==> config.mk <==
export PLATFORM = sky130hd
export DESIGN_NAME = xif_mem_responder_flat
export DESIGN_NICKNAME = d
export VERILOG_FILES = /design/src/rtl/xif_mem_responder_if.sv /design/src/rtl/xif_mem_responder.sv /design/src/flat_wrapper.sv
export SDC_FILE = /design/constraint.sdc
export NUM_CORES = 1
export LEC_CHECK = 0
export ABC_AREA = 1
export CELL_PAD_IN_SITES_DETAIL_PLACEMENT = 0
export CELL_PAD_IN_SITES_GLOBAL_PLACEMENT = 2
export CORE_MARGIN = 5
export CORE_UTILIZATION = 15
export DETAILED_ROUTE_END_ITERATION = 8
export GPL_TIMING_DRIVEN = 0
export PLACE_DENSITY_LB_ADDON = 0.05
export SYNTH_ARGS = -nofsm -noshare
export SYNTH_HDL_FRONTEND = slang
export SYNTH_SLANG_ARGS = --single-unit
==> constraint.sdc <==
create_clock -name clk_i -period 1.58 [get_ports clk_i]
set_input_delay 0.474 -clock clk_i [delete_from_list [all_inputs] [get_ports clk_i]]
set_output_delay 0.474 -clock clk_i [all_outputs]
set_load 0.01 [all_outputs]
==> src/rtl/xif_mem_responder_if.sv <==
// ----------------------------------------------------------------------------
// xif_mem_responder_if
// Bundles the X-interface memory channel (request, immediate response and
// ordered result) together with the OBI data-memory bus seen by
// xif_mem_responder. Signal suffixes are written from the responder's point
// of view (_i = into the responder, _o = out of it).
//
// Modports:
//   slave  - the responder itself
//   master - the environment (coprocessor mem port + data memory / bench)
//
// Signal groups:
//   mem_*         coprocessor request handshake and immediate exception flag
//   obi_*         OBI req/gnt/rvalid data-memory bus
//   mem_result_*  registered, in-order completion of granted requests
// ----------------------------------------------------------------------------
interface xif_mem_responder_if #(
    parameter int unsigned ID_WIDTH = 4
);
    logic                mem_valid_i;
    logic                mem_ready_o;
    logic [ID_WIDTH-1:0] mem_id_i;
    logic [31:0]         mem_addr_i;
    logic                mem_we_i;
    logic [2:0]          mem_size_i;
    logic [3:0]          mem_be_i;
    logic [31:0]         mem_wdata_i;
    logic                mem_last_i;
    logic                mem_resp_exc_o;

    logic                obi_req_o;
    logic                obi_gnt_i;
    logic [31:0]         obi_addr_o;
    logic                obi_we_o;
    logic [3:0]          obi_be_o;
    logic [31:0]         obi_wdata_o;
    logic                obi_rvalid_i;
    logic [31:0]         obi_rdata_i;
    logic                obi_err_i;

    logic                mem_result_valid_o;
    logic [ID_WIDTH-1:0] mem_result_id_o;
    logic [31:0]         mem_result_rdata_o;
    logic                mem_result_err_o;

    modport slave (
        input  mem_valid_i, mem_id_i, mem_addr_i, mem_we_i, mem_size_i,
               mem_be_i, mem_wdata_i, mem_last_i,
               obi_gnt_i, obi_rvalid_i, obi_rdata_i, obi_err_i,
        output mem_ready_o, mem_resp_exc_o,
               obi_req_o, obi_addr_o, obi_we_o, obi_be_o, obi_wdata_o,
               mem_result_valid_o, mem_result_id_o, mem_result_rdata_o,
               mem_result_err_o
    );

    modport master (
        output mem_valid_i, mem_id_i, mem_addr_i, mem_we_i, mem_size_i,
               mem_be_i, mem_wdata_i, mem_last_i,
               obi_gnt_i, obi_rvalid_i, obi_rdata_i, obi_err_i,
        input  mem_ready_o, mem_resp_exc_o,
               obi_req_o, obi_addr_o, obi_we_o, obi_be_o, obi_wdata_o,
               mem_result_valid_o, mem_result_id_o, mem_result_rdata_o,
               mem_result_err_o
    );
endinterface

==> src/rtl/xif_mem_responder.sv <==
// ----------------------------------------------------------------------------
// xif_mem_responder
// Core-side responder for the X-interface memory channel. Checks each
// coprocessor memory request, rejects misaligned / illegal-size requests with
// an immediate exception, and forwards good requests unregistered onto an
// OBI-style bus. Granted requests are tracked in a small {id, we} FIFO so that
// OBI responses (which return in grant order) can be tagged with the
// originating instruction id and returned as a one-cycle registered result.
//
// Ports:
//   clk_i    clock
//   rst_ni   asynchronous active-low reset
//   clear_i  synchronous flush of the result register (FIFO untouched)
//   bus      xif_mem_responder_if.slave - request, OBI and result signals
//
// Parameters:
//   ID_WIDTH         width of the X-interface instruction id
//   MAX_OUTSTANDING  granted-but-unanswered OBI transactions (power of 2, >=1)
// ----------------------------------------------------------------------------
module xif_mem_responder #(
    parameter int unsigned ID_WIDTH        = 4,
    parameter int unsigned MAX_OUTSTANDING = 2
) (
    input  logic                 clk_i,
    input  logic                 rst_ni,
    input  logic                 clear_i,
    xif_mem_responder_if.slave   bus
);

    localparam int unsigned PTR_W = (MAX_OUTSTANDING > 1) ? $clog2(MAX_OUTSTANDING) : 1;
    localparam int unsigned CNT_W = $clog2(MAX_OUTSTANDING + 1);

    logic [ID_WIDTH-1:0] fifo_id_q [MAX_OUTSTANDING];
    logic                fifo_we_q [MAX_OUTSTANDING];
    logic [PTR_W-1:0]    wr_ptr_q, wr_ptr_d;
    logic [PTR_W-1:0]    rd_ptr_q, rd_ptr_d;
    logic [CNT_W-1:0]    count_q, count_d;

    logic                result_valid_q, result_valid_d;
    logic [ID_WIDTH-1:0] result_id_q, result_id_d;
    logic [31:0]         result_rdata_q, result_rdata_d;
    logic                result_err_q, result_err_d;

    logic size_ok, bad, has_room, fifo_empty, obi_req, push, pop;

    // mem_last_i is carried on the channel but has no effect on this block.
    logic unused_last;
    assign unused_last = bus.mem_last_i;

    // Explicit wrap so the pointer stays modulo MAX_OUTSTANDING even for MAX=1.
    function automatic logic [PTR_W-1:0] ptr_inc(input logic [PTR_W-1:0] p);
        if (p == PTR_W'(MAX_OUTSTANDING - 1)) return '0;
        else                                   return p + PTR_W'(1);
    endfunction

    // ------------------------------------------------------------------------
    // Request check and OBI forwarding (combinational)
    // ------------------------------------------------------------------------
    assign size_ok = (bus.mem_size_i == 3'd1) | (bus.mem_size_i == 3'd2) |
                     (bus.mem_size_i == 3'd4);
    assign bad     = ~size_ok |
                     ((bus.mem_size_i == 3'd2) & bus.mem_addr_i[0]) |
                     ((bus.mem_size_i == 3'd4) & (|bus.mem_addr_i[1:0]));

    assign has_room   = (count_q < CNT_W'(MAX_OUTSTANDING));
    assign fifo_empty = (count_q == '0);

    assign obi_req = bus.mem_valid_i & ~bad & has_room;
    assign push    = obi_req & bus.obi_gnt_i;
    // An rvalid with nothing outstanding is dropped here and flagged below.
    assign pop     = bus.obi_rvalid_i & ~fifo_empty;

    assign bus.mem_resp_exc_o = bus.mem_valid_i & bad;
    // Bad requests are consumed immediately, regardless of outstanding count.
    assign bus.mem_ready_o    = (bus.mem_valid_i & bad) | push;

    assign bus.obi_req_o   = obi_req;
    assign bus.obi_addr_o  = bus.mem_addr_i;
    assign bus.obi_we_o    = bus.mem_we_i;
    assign bus.obi_be_o    = bus.mem_be_i;
    assign bus.obi_wdata_o = bus.mem_wdata_i;

    // ------------------------------------------------------------------------
    // Next-state logic
    // ------------------------------------------------------------------------
    always_comb begin
        wr_ptr_d = wr_ptr_q;
        rd_ptr_d = rd_ptr_q;
        count_d  = count_q;

        if (push) wr_ptr_d = ptr_inc(wr_ptr_q);
        if (pop)  rd_ptr_d = ptr_inc(rd_ptr_q);

        case ({push, pop})
            2'b10:   count_d = count_q + CNT_W'(1);
            2'b01:   count_d = count_q - CNT_W'(1);
            default: count_d = count_q;
        endcase
    end

    always_comb begin
        result_valid_d = 1'b0;
        result_id_d    = result_id_q;
        result_rdata_d = result_rdata_q;
        result_err_d   = result_err_q;

        if (clear_i) begin
            // A pop in this cycle still retires its FIFO entry; only the
            // result is discarded.
            result_id_d    = '0;
            result_rdata_d = '0;
            result_err_d   = 1'b0;
        end else if (pop) begin
            result_valid_d = 1'b1;
            result_id_d    = fifo_id_q[rd_ptr_q];
            result_rdata_d = fifo_we_q[rd_ptr_q] ? 32'h0 : bus.obi_rdata_i;
            result_err_d   = bus.obi_err_i;
        end
    end

    // ------------------------------------------------------------------------
    // State
    // ------------------------------------------------------------------------
    always_ff @(posedge clk_i or negedge rst_ni) begin
        if (!rst_ni) begin
            wr_ptr_q       <= '0;
            rd_ptr_q       <= '0;
            count_q        <= '0;
            result_valid_q <= 1'b0;
            result_id_q    <= '0;
            result_rdata_q <= '0;
            result_err_q   <= 1'b0;
            for (int i = 0; i < int'(MAX_OUTSTANDING); i++) begin
                fifo_id_q[i] <= '0;
                fifo_we_q[i] <= 1'b0;
            end
        end else begin
            wr_ptr_q       <= wr_ptr_d;
            rd_ptr_q       <= rd_ptr_d;
            count_q        <= count_d;
            result_valid_q <= result_valid_d;
            result_id_q    <= result_id_d;
            result_rdata_q <= result_rdata_d;
            result_err_q   <= result_err_d;
            if (push) begin
                fifo_id_q[wr_ptr_q] <= bus.mem_id_i;
                fifo_we_q[wr_ptr_q] <= bus.mem_we_i;
            end
        end
    end

    assign bus.mem_result_valid_o = result_valid_q;
    assign bus.mem_result_id_o    = result_id_q;
    assign bus.mem_result_rdata_o = result_rdata_q;
    assign bus.mem_result_err_o   = result_err_q;

    // The memory side answered a transaction that was never granted.
    property p_no_orphan_rvalid;
        @(posedge clk_i) disable iff (!rst_ni) bus.obi_rvalid_i |-> !fifo_empty;
    endproperty
    a_no_orphan_rvalid: assert property (p_no_orphan_rvalid)
        else $warning("xif_mem_responder: obi_rvalid_i with no outstanding transaction, ignored");

endmodule

==> src/flat_wrapper.sv <==
// flat-port wrapper written by rule: the top's interface ports become plain ports
module xif_mem_responder_flat 
#(
    parameter int unsigned ID_WIDTH        = 4,
    parameter int unsigned MAX_OUTSTANDING = 2
)
  (clk_i, rst_ni, clear_i, bus_mem_valid_i, bus_mem_id_i, bus_mem_addr_i, bus_mem_we_i, bus_mem_size_i, bus_mem_be_i, bus_mem_wdata_i, bus_mem_last_i, bus_obi_gnt_i, bus_obi_rvalid_i, bus_obi_rdata_i, bus_obi_err_i, bus_mem_ready_o, bus_mem_resp_exc_o, bus_obi_req_o, bus_obi_addr_o, bus_obi_we_o, bus_obi_be_o, bus_obi_wdata_o, bus_mem_result_valid_o, bus_mem_result_id_o, bus_mem_result_rdata_o, bus_mem_result_err_o);
  xif_mem_responder_if #(.ID_WIDTH(ID_WIDTH)) bus_i ();
  input  logic clk_i;
  input  logic rst_ni;
  input  logic clear_i;
  input wire logic [$bits(bus_i.mem_valid_i)-1:0] bus_mem_valid_i;
  input wire logic [$bits(bus_i.mem_id_i)-1:0] bus_mem_id_i;
  input wire logic [$bits(bus_i.mem_addr_i)-1:0] bus_mem_addr_i;
  input wire logic [$bits(bus_i.mem_we_i)-1:0] bus_mem_we_i;
  input wire logic [$bits(bus_i.mem_size_i)-1:0] bus_mem_size_i;
  input wire logic [$bits(bus_i.mem_be_i)-1:0] bus_mem_be_i;
  input wire logic [$bits(bus_i.mem_wdata_i)-1:0] bus_mem_wdata_i;
  input wire logic [$bits(bus_i.mem_last_i)-1:0] bus_mem_last_i;
  input wire logic [$bits(bus_i.obi_gnt_i)-1:0] bus_obi_gnt_i;
  input wire logic [$bits(bus_i.obi_rvalid_i)-1:0] bus_obi_rvalid_i;
  input wire logic [$bits(bus_i.obi_rdata_i)-1:0] bus_obi_rdata_i;
  input wire logic [$bits(bus_i.obi_err_i)-1:0] bus_obi_err_i;
  output wire logic [$bits(bus_i.mem_ready_o)-1:0] bus_mem_ready_o;
  output wire logic [$bits(bus_i.mem_resp_exc_o)-1:0] bus_mem_resp_exc_o;
  output wire logic [$bits(bus_i.obi_req_o)-1:0] bus_obi_req_o;
  output wire logic [$bits(bus_i.obi_addr_o)-1:0] bus_obi_addr_o;
  output wire logic [$bits(bus_i.obi_we_o)-1:0] bus_obi_we_o;
  output wire logic [$bits(bus_i.obi_be_o)-1:0] bus_obi_be_o;
  output wire logic [$bits(bus_i.obi_wdata_o)-1:0] bus_obi_wdata_o;
  output wire logic [$bits(bus_i.mem_result_valid_o)-1:0] bus_mem_result_valid_o;
  output wire logic [$bits(bus_i.mem_result_id_o)-1:0] bus_mem_result_id_o;
  output wire logic [$bits(bus_i.mem_result_rdata_o)-1:0] bus_mem_result_rdata_o;
  output wire logic [$bits(bus_i.mem_result_err_o)-1:0] bus_mem_result_err_o;
  assign bus_i.mem_valid_i = bus_mem_valid_i;
  assign bus_i.mem_id_i = bus_mem_id_i;
  assign bus_i.mem_addr_i = bus_mem_addr_i;
  assign bus_i.mem_we_i = bus_mem_we_i;
  assign bus_i.mem_size_i = bus_mem_size_i;
  assign bus_i.mem_be_i = bus_mem_be_i;
  assign bus_i.mem_wdata_i = bus_mem_wdata_i;
  assign bus_i.mem_last_i = bus_mem_last_i;
  assign bus_i.obi_gnt_i = bus_obi_gnt_i;
  assign bus_i.obi_rvalid_i = bus_obi_rvalid_i;
  assign bus_i.obi_rdata_i = bus_obi_rdata_i;
  assign bus_i.obi_err_i = bus_obi_err_i;
  assign bus_mem_ready_o = bus_i.mem_ready_o;
  assign bus_mem_resp_exc_o = bus_i.mem_resp_exc_o;
  assign bus_obi_req_o = bus_i.obi_req_o;
  assign bus_obi_addr_o = bus_i.obi_addr_o;
  assign bus_obi_we_o = bus_i.obi_we_o;
  assign bus_obi_be_o = bus_i.obi_be_o;
  assign bus_obi_wdata_o = bus_i.obi_wdata_o;
  assign bus_mem_result_valid_o = bus_i.mem_result_valid_o;
  assign bus_mem_result_id_o = bus_i.mem_result_id_o;
  assign bus_mem_result_rdata_o = bus_i.mem_result_rdata_o;
  assign bus_mem_result_err_o = bus_i.mem_result_err_o;
  xif_mem_responder #(.ID_WIDTH(ID_WIDTH), .MAX_OUTSTANDING(MAX_OUTSTANDING)) u_core (.clk_i(clk_i), .rst_ni(rst_ni), .clear_i(clear_i), .bus(bus_i));
endmodule
* Yosys cells after proc, flatten, opt, wreduce, memory -nomap -nowiden *
Index checks and enable logic that the tools add are counted.

word-level totals
  input bits = 116
  latch bits = 0
  output and inout bits = 110
  register bits after elaboration = 52
  word-level logic and storage cells = 70
  memories = 0
  RAM bits = 0
  ROM bits = 0

operators by class
  bitwise operators = 17
  multiplexer cells = 24
  shifts and indexed selects = 0
  equality and inequality tests = 5
  multiply operators = 0
  order comparisons = 4
  add/sub/neg operators = 4
  div/mod/pow operators = 0
  reduce and logical (&&, ||, !) cells = 5

operators with widths
  kind                 count
  $mux 32              3
  $mux 4               6
  $mux 1               10
  $bwmux 8             1
  $and 1x1->1          7
  $or 1x1->1           5
  $demux 4 s1          1
  $ge 2x2->1 const B   2
  $not 1->2            2
  $pmux 2 s2           1
  $reduce_bool 2->1    2
  $eq 3x1->1 const B   1
  $eq 3x2->1 const B   1
  $eq 3x3->1 const B   1
  $not 1->1            3
  $add 1x1->1 const B  2
  $add 2x1->2 const B  1
  $bwmux 2             1
  $eq 2x1->1 const B   1
  $eq 2x2->1 const B   1
  $logic_not 2->1      1
  $lt 2x1->1 const B   1
  $lt 2x2->1 const B   1
  $reduce_or 2->1      1
  3 further kinds      3

* Logic depth before layout (Yosys ltp) *
Gate-level depths: netlist of the first run.

  depth in word-level cells = 12
  mapped depth = 10
  mapped depth without buffers = 9

* Least setup slack after synthesis of the first run *
OpenSTA, ideal clock, no wires.

  path type = input-to-reg
  from = input bus_mem_size_i[1]
  to = register u_core.count_q[1]
  required time = 1.456 ns
  path buffers = 1
  library setup time = 0.124 ns
  slack = -0.133 ns
  arrival time = 1.589 ns
  cell stages on the path = 7
  cell sequence = o21ai_2 -> nand4_4 -> buf_6 -> ha_1 -> a21oi_1 -> o21ai_0 -> xnor2_1

between the ends
  cells in the longest elaborated chain, start to end = 12
  elaborated cells on any way between the ends = 18
  those cells by class = 5 x eq/ne; 1 x mux; 11 x bitwise; 1 x reduce/logical

RTL lines
  element                                          line                                              text
  start: declaration                               flat_wrapper.sv:16                                input wire logic [$bits(bus_i.mem_size_i)-1:0] bus_mem_size_i;
  $eq 3x1->1 or $eq 3x2->1 (tied branches)         xif_mem_responder.sv:59, xif_mem_responder.sv:62
  $or 1x1->1 (2 in a row)                          xif_mem_responder.sv:59                           assign size_ok = (bus.mem_size_i == 3'd1) | (bus.mem_size_i == 3'd2) |
  $not 1->1                                        xif_mem_responder.sv:61                           assign bad = ~size_ok |
  $or 1x1->1                                       xif_mem_responder.sv:61
  $or 1x1->1 *                                     xif_mem_responder.sv:62                           ((bus.mem_size_i == 3'd2) & bus.mem_addr_i[0]) |
  $not 1->1 *                                      xif_mem_responder.sv:68                           assign obi_req = bus.mem_valid_i & ~bad & has_room;
  $and 1x1->1 * (2 in a row)                       xif_mem_responder.sv:68
  $and 1x1->1 *                                    xif_mem_responder.sv:69                           assign push = obi_req & bus.obi_gnt_i;
  $eq 2x1->1 or $eq 2x2->1 (tied branches)         xif_mem_responder.sv:94                           case ({push, pop})
  $pmux 2 s2 or $reduce_bool 2->1 (tied branches)  -
  end signal: assignment                           xif_mem_responder.sv:140                          count_q <= count_d;
  end: declaration                                 xif_mem_responder.sv:37                           logic [CNT_W-1:0] count_q, count_d;

Mark *: on every way between the ends. The rest lies on a longest branch, timed or not.
A chain may end at the register's enable or synchronous reset.

* Worst setup path after layout of the first run *
  from = input bus_mem_size_i[1]
  to = output bus_mem_ready_o

between the ends
  cells in the longest elaborated chain, start to end = 11
  elaborated cells on any way between the ends = 16
  those cells by class = 3 x eq/ne; 13 x bitwise

RTL lines
  element                                   line                                              text
  $eq 3x1->1 or $eq 3x2->1 (tied branches)  xif_mem_responder.sv:59, xif_mem_responder.sv:62
  $or 1x1->1 (2 in a row)                   xif_mem_responder.sv:59
  $not 1->1                                 xif_mem_responder.sv:61
  $or 1x1->1                                xif_mem_responder.sv:61
  $or 1x1->1 *                              xif_mem_responder.sv:62
  $not 1->1                                 xif_mem_responder.sv:68
  $and 1x1->1 (2 in a row)                  xif_mem_responder.sv:68
  $and 1x1->1                               xif_mem_responder.sv:69
  $or 1x1->1 *                              xif_mem_responder.sv:75                           assign bus.mem_ready_o = (bus.mem_valid_i & bad) | push;
  end: declaration                          flat_wrapper.sv:24                                output wire logic [$bits(bus_i.mem_ready_o)-1:0] bus_mem_ready_o;

Marked as above.

==> results of run 1 <==
worst register-to-register path, delay by kind of cell, from the launching register on:
family / cells / cell delay (ps)
compound gates: 2 / 170
xor+xnor: 1 / 130
simple gates: 2 / 260
flops: 1 / 430
fa+ha+maj: 1 / 240
buf+inv: 2 / 250
through the flow:
| stage | utilization (%) | setup TNS, ps |
|---|---|---|
| 5_1_grt | 26.42 | -560.3 |
| 6_report | 26.42 | -272.2 |
| 3_3_place_gp | 25.17 | -117290 |
| 4_1_cts | 26.24 | -683.8 |
| 3_5_place_dp | 25.24 | -15500 |
| 2_1_floorplan | - | -18.40 |
registers in the layout (all words and copies together), names as in the netlist:
register	flops
u_core.rd_ptr_q	1
u_core.fifo_we_q	2
u_core.wr_ptr_q	1
u_core.fifo_id_q	8
u_core.bus.mem_result_valid_o	1
u_core.bus.mem_result_rdata_o	32
u_core.bus.mem_result_err_o	1
u_core.count_q	2
u_core.bus.mem_result_id_o	4
path summary, 6_finish.rpt:
check,from,end,slack [ps]
min in group clk_i,u_core.bus.mem_result_err_o$_DFFE_PN0P_,u_core.bus.mem_result_err_o$_DFFE_PN0P_,510
max in group asynchronous,rst_ni,u_core.bus.mem_result_err_o$_DFFE_PN0P_,870
hold / removal,rst_ni,u_core.bus.mem_result_rdata_o[18]$_DFFE_PN0P_,140
setup / recovery,bus_mem_size_i[1],bus_mem_ready_o,-100
setup reg to reg,u_core.count_q[1]$_DFFE_PN0P_,u_core.count_q[1]$_DFFE_PN0P_,-10
hold reg to reg,u_core.bus.mem_result_err_o$_DFFE_PN0P_,u_core.bus.mem_result_err_o$_DFFE_PN0P_,510
Yosys cell counts:
| cell | number | area share [%] |
|---|---|---|
| buf_4 | 78 | 20 |
| o21ai_4 | 1 | 0.56 |
| nor2_1 | 2 | 0.26 |
| nand3_2 | 1 | 0.34 |
| o21ai_1 | 34 | 5.8 |
| buf_2 | 6 | 1.0 |
| and2_2 | 1 | 0.26 |
| a21oi_1 | 1 | 0.17 |
| clkbuf_2 | 1 | 0.17 |
| xnor2_1 | 3 | 0.90 |
| nor2_8 | 1 | 0.69 |
| inv_1 | 17 | 2.2 |
| o21bai_2 | 2 | 0.77 |
| o21ai_2 | 2 | 0.60 |
| inv_2 | 2 | 0.26 |
| nand3_1 | 48 | 8.3 |
| ha_1 | 1 | 0.43 |
| nor2_2 | 1 | 0.22 |
| dfrtp_1 | 52 | 45 |
| nand4_4 | 1 | 0.73 |
| nand2_1 | 51 | 6.6 |
| nand2_2 | 2 | 0.43 |
| o21bai_1 | 8 | 2.1 |
| xor2_1 | 1 | 0.30 |
| buf_6 | 2 | 0.77 |
| o21ai_0 | 8 | 1.4 |
cell type report:
cell class	instances	share of cell area [%]
flip-flops and latches	52	25.58
multi-input cells	169	18.51
plain buffers	86	12.63
well taps	265	6.513
inverters	19	1.597
repair buffers	171	32.29
clock buffers	8	2.875
cell families (layout without fill, tap and decap cells):
kind of cell / count (synthesis) / after routing / synth area share [%]
AOI/OAI and AO/OA: 56 / 56 / 11.39
buffers and inverters: 106 / 284 / 24.54
and+or+nand+nor: 108 / 108 / 17.75
adders and majority gates: 1 / 1 / 0.4297
DFF: 52 / 52 / 44.69
xor gates and xnor gates: 4 / 4 / 1.203
per-layer routing:
metal	share of wire, %	track usage (%)	vias up
li1	-	-	1347
met1	41	11.06	1297
met2	51	15.57	96
met3	6.7	2.461	8
met4	1.0	2.471	0
met5	0	0	-
power groups by stage:
stage	logic (mW)	registers (mW)	clock network [mW]
5_1_grt	2.69	1.89	1.25
4_1_cts	2.48	1.85	1.21
3_5_place_dp	2.50	1.88	0
3_3_place_gp	2.51	1.88	0
2_1_floorplan	1.30	1.94	0
6_report	2.41	1.84	1.12
repair_timing:
item                       4_1_cts  5_1_grt
pin swaps                        8        8
resized for setup               91       22
setup endpoints to repair       46       40
buffers inserted                12        2
==> reports/metrics.yaml, run 1 <==
grt_overflow: 0
wl_per_cell_um: 13.56
cts_hold_buf: 0
start_kind: "input port"
syn_inst: 327
holdWs_ps: 140.6
p_comb_share_pct: 44.9
dpl.hpwl_um: 7937
grt_pass1_vias: 2909
synth.avg_cell_area_um2: 8.904
fin_area_um2: 5091
grt_pass1_wl_um: 15740
tightestPinTransition_ps: 499.9
maxCapViolCount: 0
p_leak_nw: 2.423
arrival_ps: 1210
syn_area_um2: 2912
ir_worst_vdd_uv: 350.3
hold_path_class: "in -> async"
via_count: 2748
ys_types: 26
die_height_um: 149.3
cts.clk_slew.worst_paths_ps: 70
core_um2: 19270
rsz0062_at_grt: "true"
min_period_ps: 1685
worstSetupEndpointType: "primary output"
status: "finished with violations"
cp.depth: 8
drc: 0
setup_viol: 4
tritoncts: "yes"
max_stage_delay_ps: 150
grt_use_total_pct: 9.021
clockBufferDepth: 2
synth_seq_area_share_pct: 44.69
power.internal_mw: 3.429
p_total_mw: 5.376
switching_share_pct: 36.22
dp_slack_ps: -1131
postRouteAntennaNets: 0
dp_cells: 751
grt_max_degree: 34
powerDensity_nw_per_um2: 1056
violations: "setup timing"
syn_to_final_growth_pct: 74.86
p_clk_share_pct: 20.9
top_level_ports: 226
critPathBufInv: 3
dr.first_iter.drc_count: 74
path_common_cell: "nand2_1"
skew_ps: 4.081
grt_antenna_before_repair: 0
cp_cell_sequence: "buf_8, clkinv_4, nand2_1, nand2_1, nand2_2, and2_4, o21ai_2, buf_2"
insertedDiodeCount: 0
crit_family: "simple AND/OR/NAND/NOR gates"
hold_viol: 0
placementRows: 51
yosys_warnings: 0
fmaxAchievable_mhz: 593.6
cts.sinks: 52
slew_viol_final: 0
vias_per_cell: 3.569
critPathSlowestCell: "and2_4"
ys_seq_elements: 52
fp.dieW_um: 149.3
final_nets: 621
period_share_pct: 106.6
layout.area.seq_um2: 1303
clockRootBuffer: "clkbuf_16"
syn_nets: 444
dpl_cell_area_um2: 4865
fillCellCount: 2139
p_sw_mw: 1.948
routed_wl_um: 10440
worstRegToRegCells: 8
cts_max_level: 2
port_buffers: 158
worst_ep_required_time_ps: 1110
gp_congestion: 0.7119
final.setup.worst_slack_ps: -104.7
dieArea_um2: 22300
maxSlewHeadroom_pct: 66.67
drive_gt1_share_pct: 26.93
final_common_cell: "clkdlybuf4s50_1"
pwr-share-seq_pct: 34.3
dr.pass1.iters: 4
multi_input_area_um2: 942.2
crit_fanout: 3
critPathKind: "in -> out"
instances_no_fill: 770
numCtsBuffers: 5
initial_utilization_pct: 15.11
most-common-layout-cells: "104 x clkdlybuf4s50_1, 84 x buf_4, 51 x nand2_1, 51 x dfrtp_1, 48 x nand3_1"
worstSkewPairLatency_ps: 290
Note: power is estimated with default switching activity, not from simulation.
==> run 2, diff against run 1 <==
--- a/config.mk
+++ b/config.mk
@@ -9,10 +9,11 @@
 export CELL_PAD_IN_SITES_DETAIL_PLACEMENT = 0
 export CELL_PAD_IN_SITES_GLOBAL_PLACEMENT = 2
 export CORE_MARGIN = 5
-export CORE_UTILIZATION = 15
+export CORE_UTILIZATION = 18
 export DETAILED_ROUTE_END_ITERATION = 8
 export GPL_TIMING_DRIVEN = 0
 export PLACE_DENSITY_LB_ADDON = 0.05
+export SETUP_SLACK_MARGIN = 0.5
 export SYNTH_ARGS = -nofsm -noshare
 export SYNTH_HDL_FRONTEND = slang
 export SYNTH_SLANG_ARGS = --single-unit
==> constraint.sdc (replaced) <==
create_clock -name clk_i -period 1.95 [get_ports clk_i]
set_input_delay 0.585 -clock clk_i [delete_from_list [all_inputs] [get_ports clk_i]]
set_output_delay 0.585 -clock clk_i [all_outputs]
set_load 0.01 [all_outputs]
==> reports/metrics.yaml, run 2 (synthesis results as in run 1) <==
rrSetupSlack_ps: 240  # +250 ps
rsz0062_at_grt: "true"
syn_to_final_growth_pct: 68.16
grt_max_degree: 30  # -12%
insertedDiodeCount: 0  # unchanged
p_comb_share_pct: 46.8  # +1.9 points
worstSkewPairLatency_ps: 290  # about the same
reg2reg_to: "u_core.count_q[1]$_DFFE_PN0P_"
clockRootBuffer: "clkbuf_16"
wl_per_cell_um: 14.16  # +4.4%
numCtsBuffers: 5  # unchanged
top_level_ports: 226  # unchanged
routed_wl_um: 10480  # +0.34%
grt_use_total_pct: 10.61  # +1.6 points
cts.sinks: 52  # unchanged
crit_fanout: 3  # unchanged
grt_antenna_before_repair: 0  # unchanged
status: "complete, no violations"
power.internal_mw: 2.829  # -17%
fp.dieW_um: 137.2  # -8.1%
port_buffers: 158  # unchanged
skew_ps: 10.35  # +6.266 ps
worst_ep_required_time_ps: 1360  # +250 ps
cp_cell_sequence: "buf_8, nor2_4, nand2_2, nand2_4, nand4_4, buf_8, o21ai_2, buf_2"
fmaxAchievable_mhz: 523.7
cp-endpoint: "bus_mem_ready_o"
min_period_ps: 1909
final_nets: 641  # +3.2%
cts_max_level: 2  # unchanged
die_height_um: 137.2  # -8.1%
pwr-share-seq_pct: 33.6  # -0.7 points
dieArea_um2: 18820  # -16%
clockBufferDepth: 2  # unchanged
drc: 0  # unchanged
critPathSlowestCell: "buf_8"
final_common_cell: "buf_2"
dpl.hpwl_um: 7864  # -0.92%
grt_pass1_vias: 2971  # +2.1%
hold_path_class: "in -> async"
arrival_ps: 1320  # +110 ps
max_stage_delay_ps: 140  # about the same
via_count: 2820  # +2.6%
switching_share_pct: 36.63  # +0.40 points
worstSetupEndpointType: "primary output"
dr.first_iter.drc_count: 61  # -18%
powerDensity_nw_per_um2: 911.8  # -14%
postRouteAntennaNets: 0  # unchanged
cts_hold_buf: 0  # unchanged
slew_viol_final: 0  # unchanged
vias_per_cell: 3.811  # +6.8%
gp_congestion: 0.6703  # -5.8%
placementRows: 46  # -9.8%
rr_startpoint: "u_core.count_q[1]$_DFFE_PN0P_"
holdWs_ps: 293.4  # +152.8 ps
worstRegToRegCells: 9  # +1
most-common-layout-cells: "110 x buf_2, 93 x buf_4, 51 x dfrtp_1"
core_um2: 15890  # -18%
grt_pass1_wl_um: 15880  # +0.88%
p_clk_share_pct: 19.6  # -1.3 points
period_share_pct: 97.92
setup_viol: 0  # -4
final_core_util_pct: 30.82  # +4.4 points
p_sw_mw: 1.635  # -16%
p_leak_nw: 2.484  # +2.5%
tritoncts: "yes"
drive_gt1_share_pct: 52.10  # +25 points
path_common_cell: "buf_8"
maxSlewHeadroom_pct: 59.10  # -7.6 points
start_kind: "input port"
initial_utilization_pct: 18.33  # +3.2 points
hold_viol: 0  # unchanged
cts.clk_slew.worst_paths_ps: 70  # about the same
dr.pass1.iters: 4  # unchanged
critPathKind: "in -> out"
tightestPinTransition_ps: 613.6  # +113.7 ps
maxCapViolCount: 0  # unchanged
ir_worst_vdd_uv: 336.3  # -4.0%
critPathLaunch: "bus_mem_addr_i[0]"
largest_reg_flops: 32  # unchanged
grt_overflow: 0  # unchanged
run 2: per-layer routing:
metal | vias to the layer above | track usage (%) | routed length [um]
li1 | 1393 | - | -
met1 | 1327 | 13.15 | 4303
met2 | 95 | 18.69 | 5441
met3 | 5 | 2.776 | 677
met4 | 0 | 1.940 | 55
met5 | - | 0 | 0
run 2: power by group through the flow:
stage,Clock (mW),Combinational (mW),Sequential [mW]
global placement,0,2.01,1.53
global route,0.952,2.32,1.53
CTS,0.916,2.01,1.50
detailed placement,0,2.01,1.53
finish,0.873,2.09,1.50
floorplan,0,1.06,1.57
run 2: repair_timing:
item,CTS,global route
resized for setup,519,22
buffers inserted,21,8
gates cloned,2,0
pin swaps,10,22
setup endpoints to repair,154,42
run 2: stage by stage:
| step | setup WS [ps] | TNS (ps) | power (mW) | cell area [um2] | instances |
|---|---|---|---|---|---|
| floorplan | 211.3 | 0 | 2.636 | 2954 | 327 |
| detailed placement | -970.6 | -5244 | 3.535 | 4821 | 702 |
| global placement | -1607 | -88390 | 3.535 | 4806 | 701 |
| finish | 40.55 | 0 | 4.464 | 4896 | 740 |
| global route | -31.96 | -31.96 | 4.809 | 4896 | 740 |
| CTS | 5.324 | 0 | 4.431 | 4746 | 732 |
run 2: worst max-delay path: cells and delay by family:
kind	cells	cell delay, ps
compound gates	1	40
buf+inv	3	380
simple gates	4	330
run 2: worst min-delay path by stage:
stage / startpoint / end / slack, ps / depth (start not counted)
3_5_place_dp: u_core.bus.mem_result_err_o$_DFFE_PN0P_ / u_core.bus.mem_result_err_o$_DFFE_PN0P_ / 500 / 2
5_1_grt: rst_ni / u_core.bus.mem_result_rdata_o[15]$_DFFE_PN0P_ / 350 / 1
2_1_floorplan: rst_ni / u_core.bus.mem_result_err_o$_DFFE_PN0P_ / 290 / 0
3_3_place_gp: u_core.bus.mem_result_err_o$_DFFE_PN0P_ / u_core.bus.mem_result_err_o$_DFFE_PN0P_ / 500 / 2
6_report: rst_ni / u_core.bus.mem_result_rdata_o[15]$_DFFE_PN0P_ / 290 / 1
4_1_cts: rst_ni / u_core.bus.mem_result_rdata_o[15]$_DFFE_PN0P_ / 310 / 1
run 2: layout make-up:
cell class / instances / area, um2
buffer: 87 / 713.2
clock buffer: 5 / 125.1
clock inverter: 2 / 12.51
fill: 1766 / 10990
inverter: 19 / 81.33
multi-input combinational: 169 / 1010
sequential: 52 / 1303
tap: 216 / 270.3
timing repair buffer: 190 / 1381
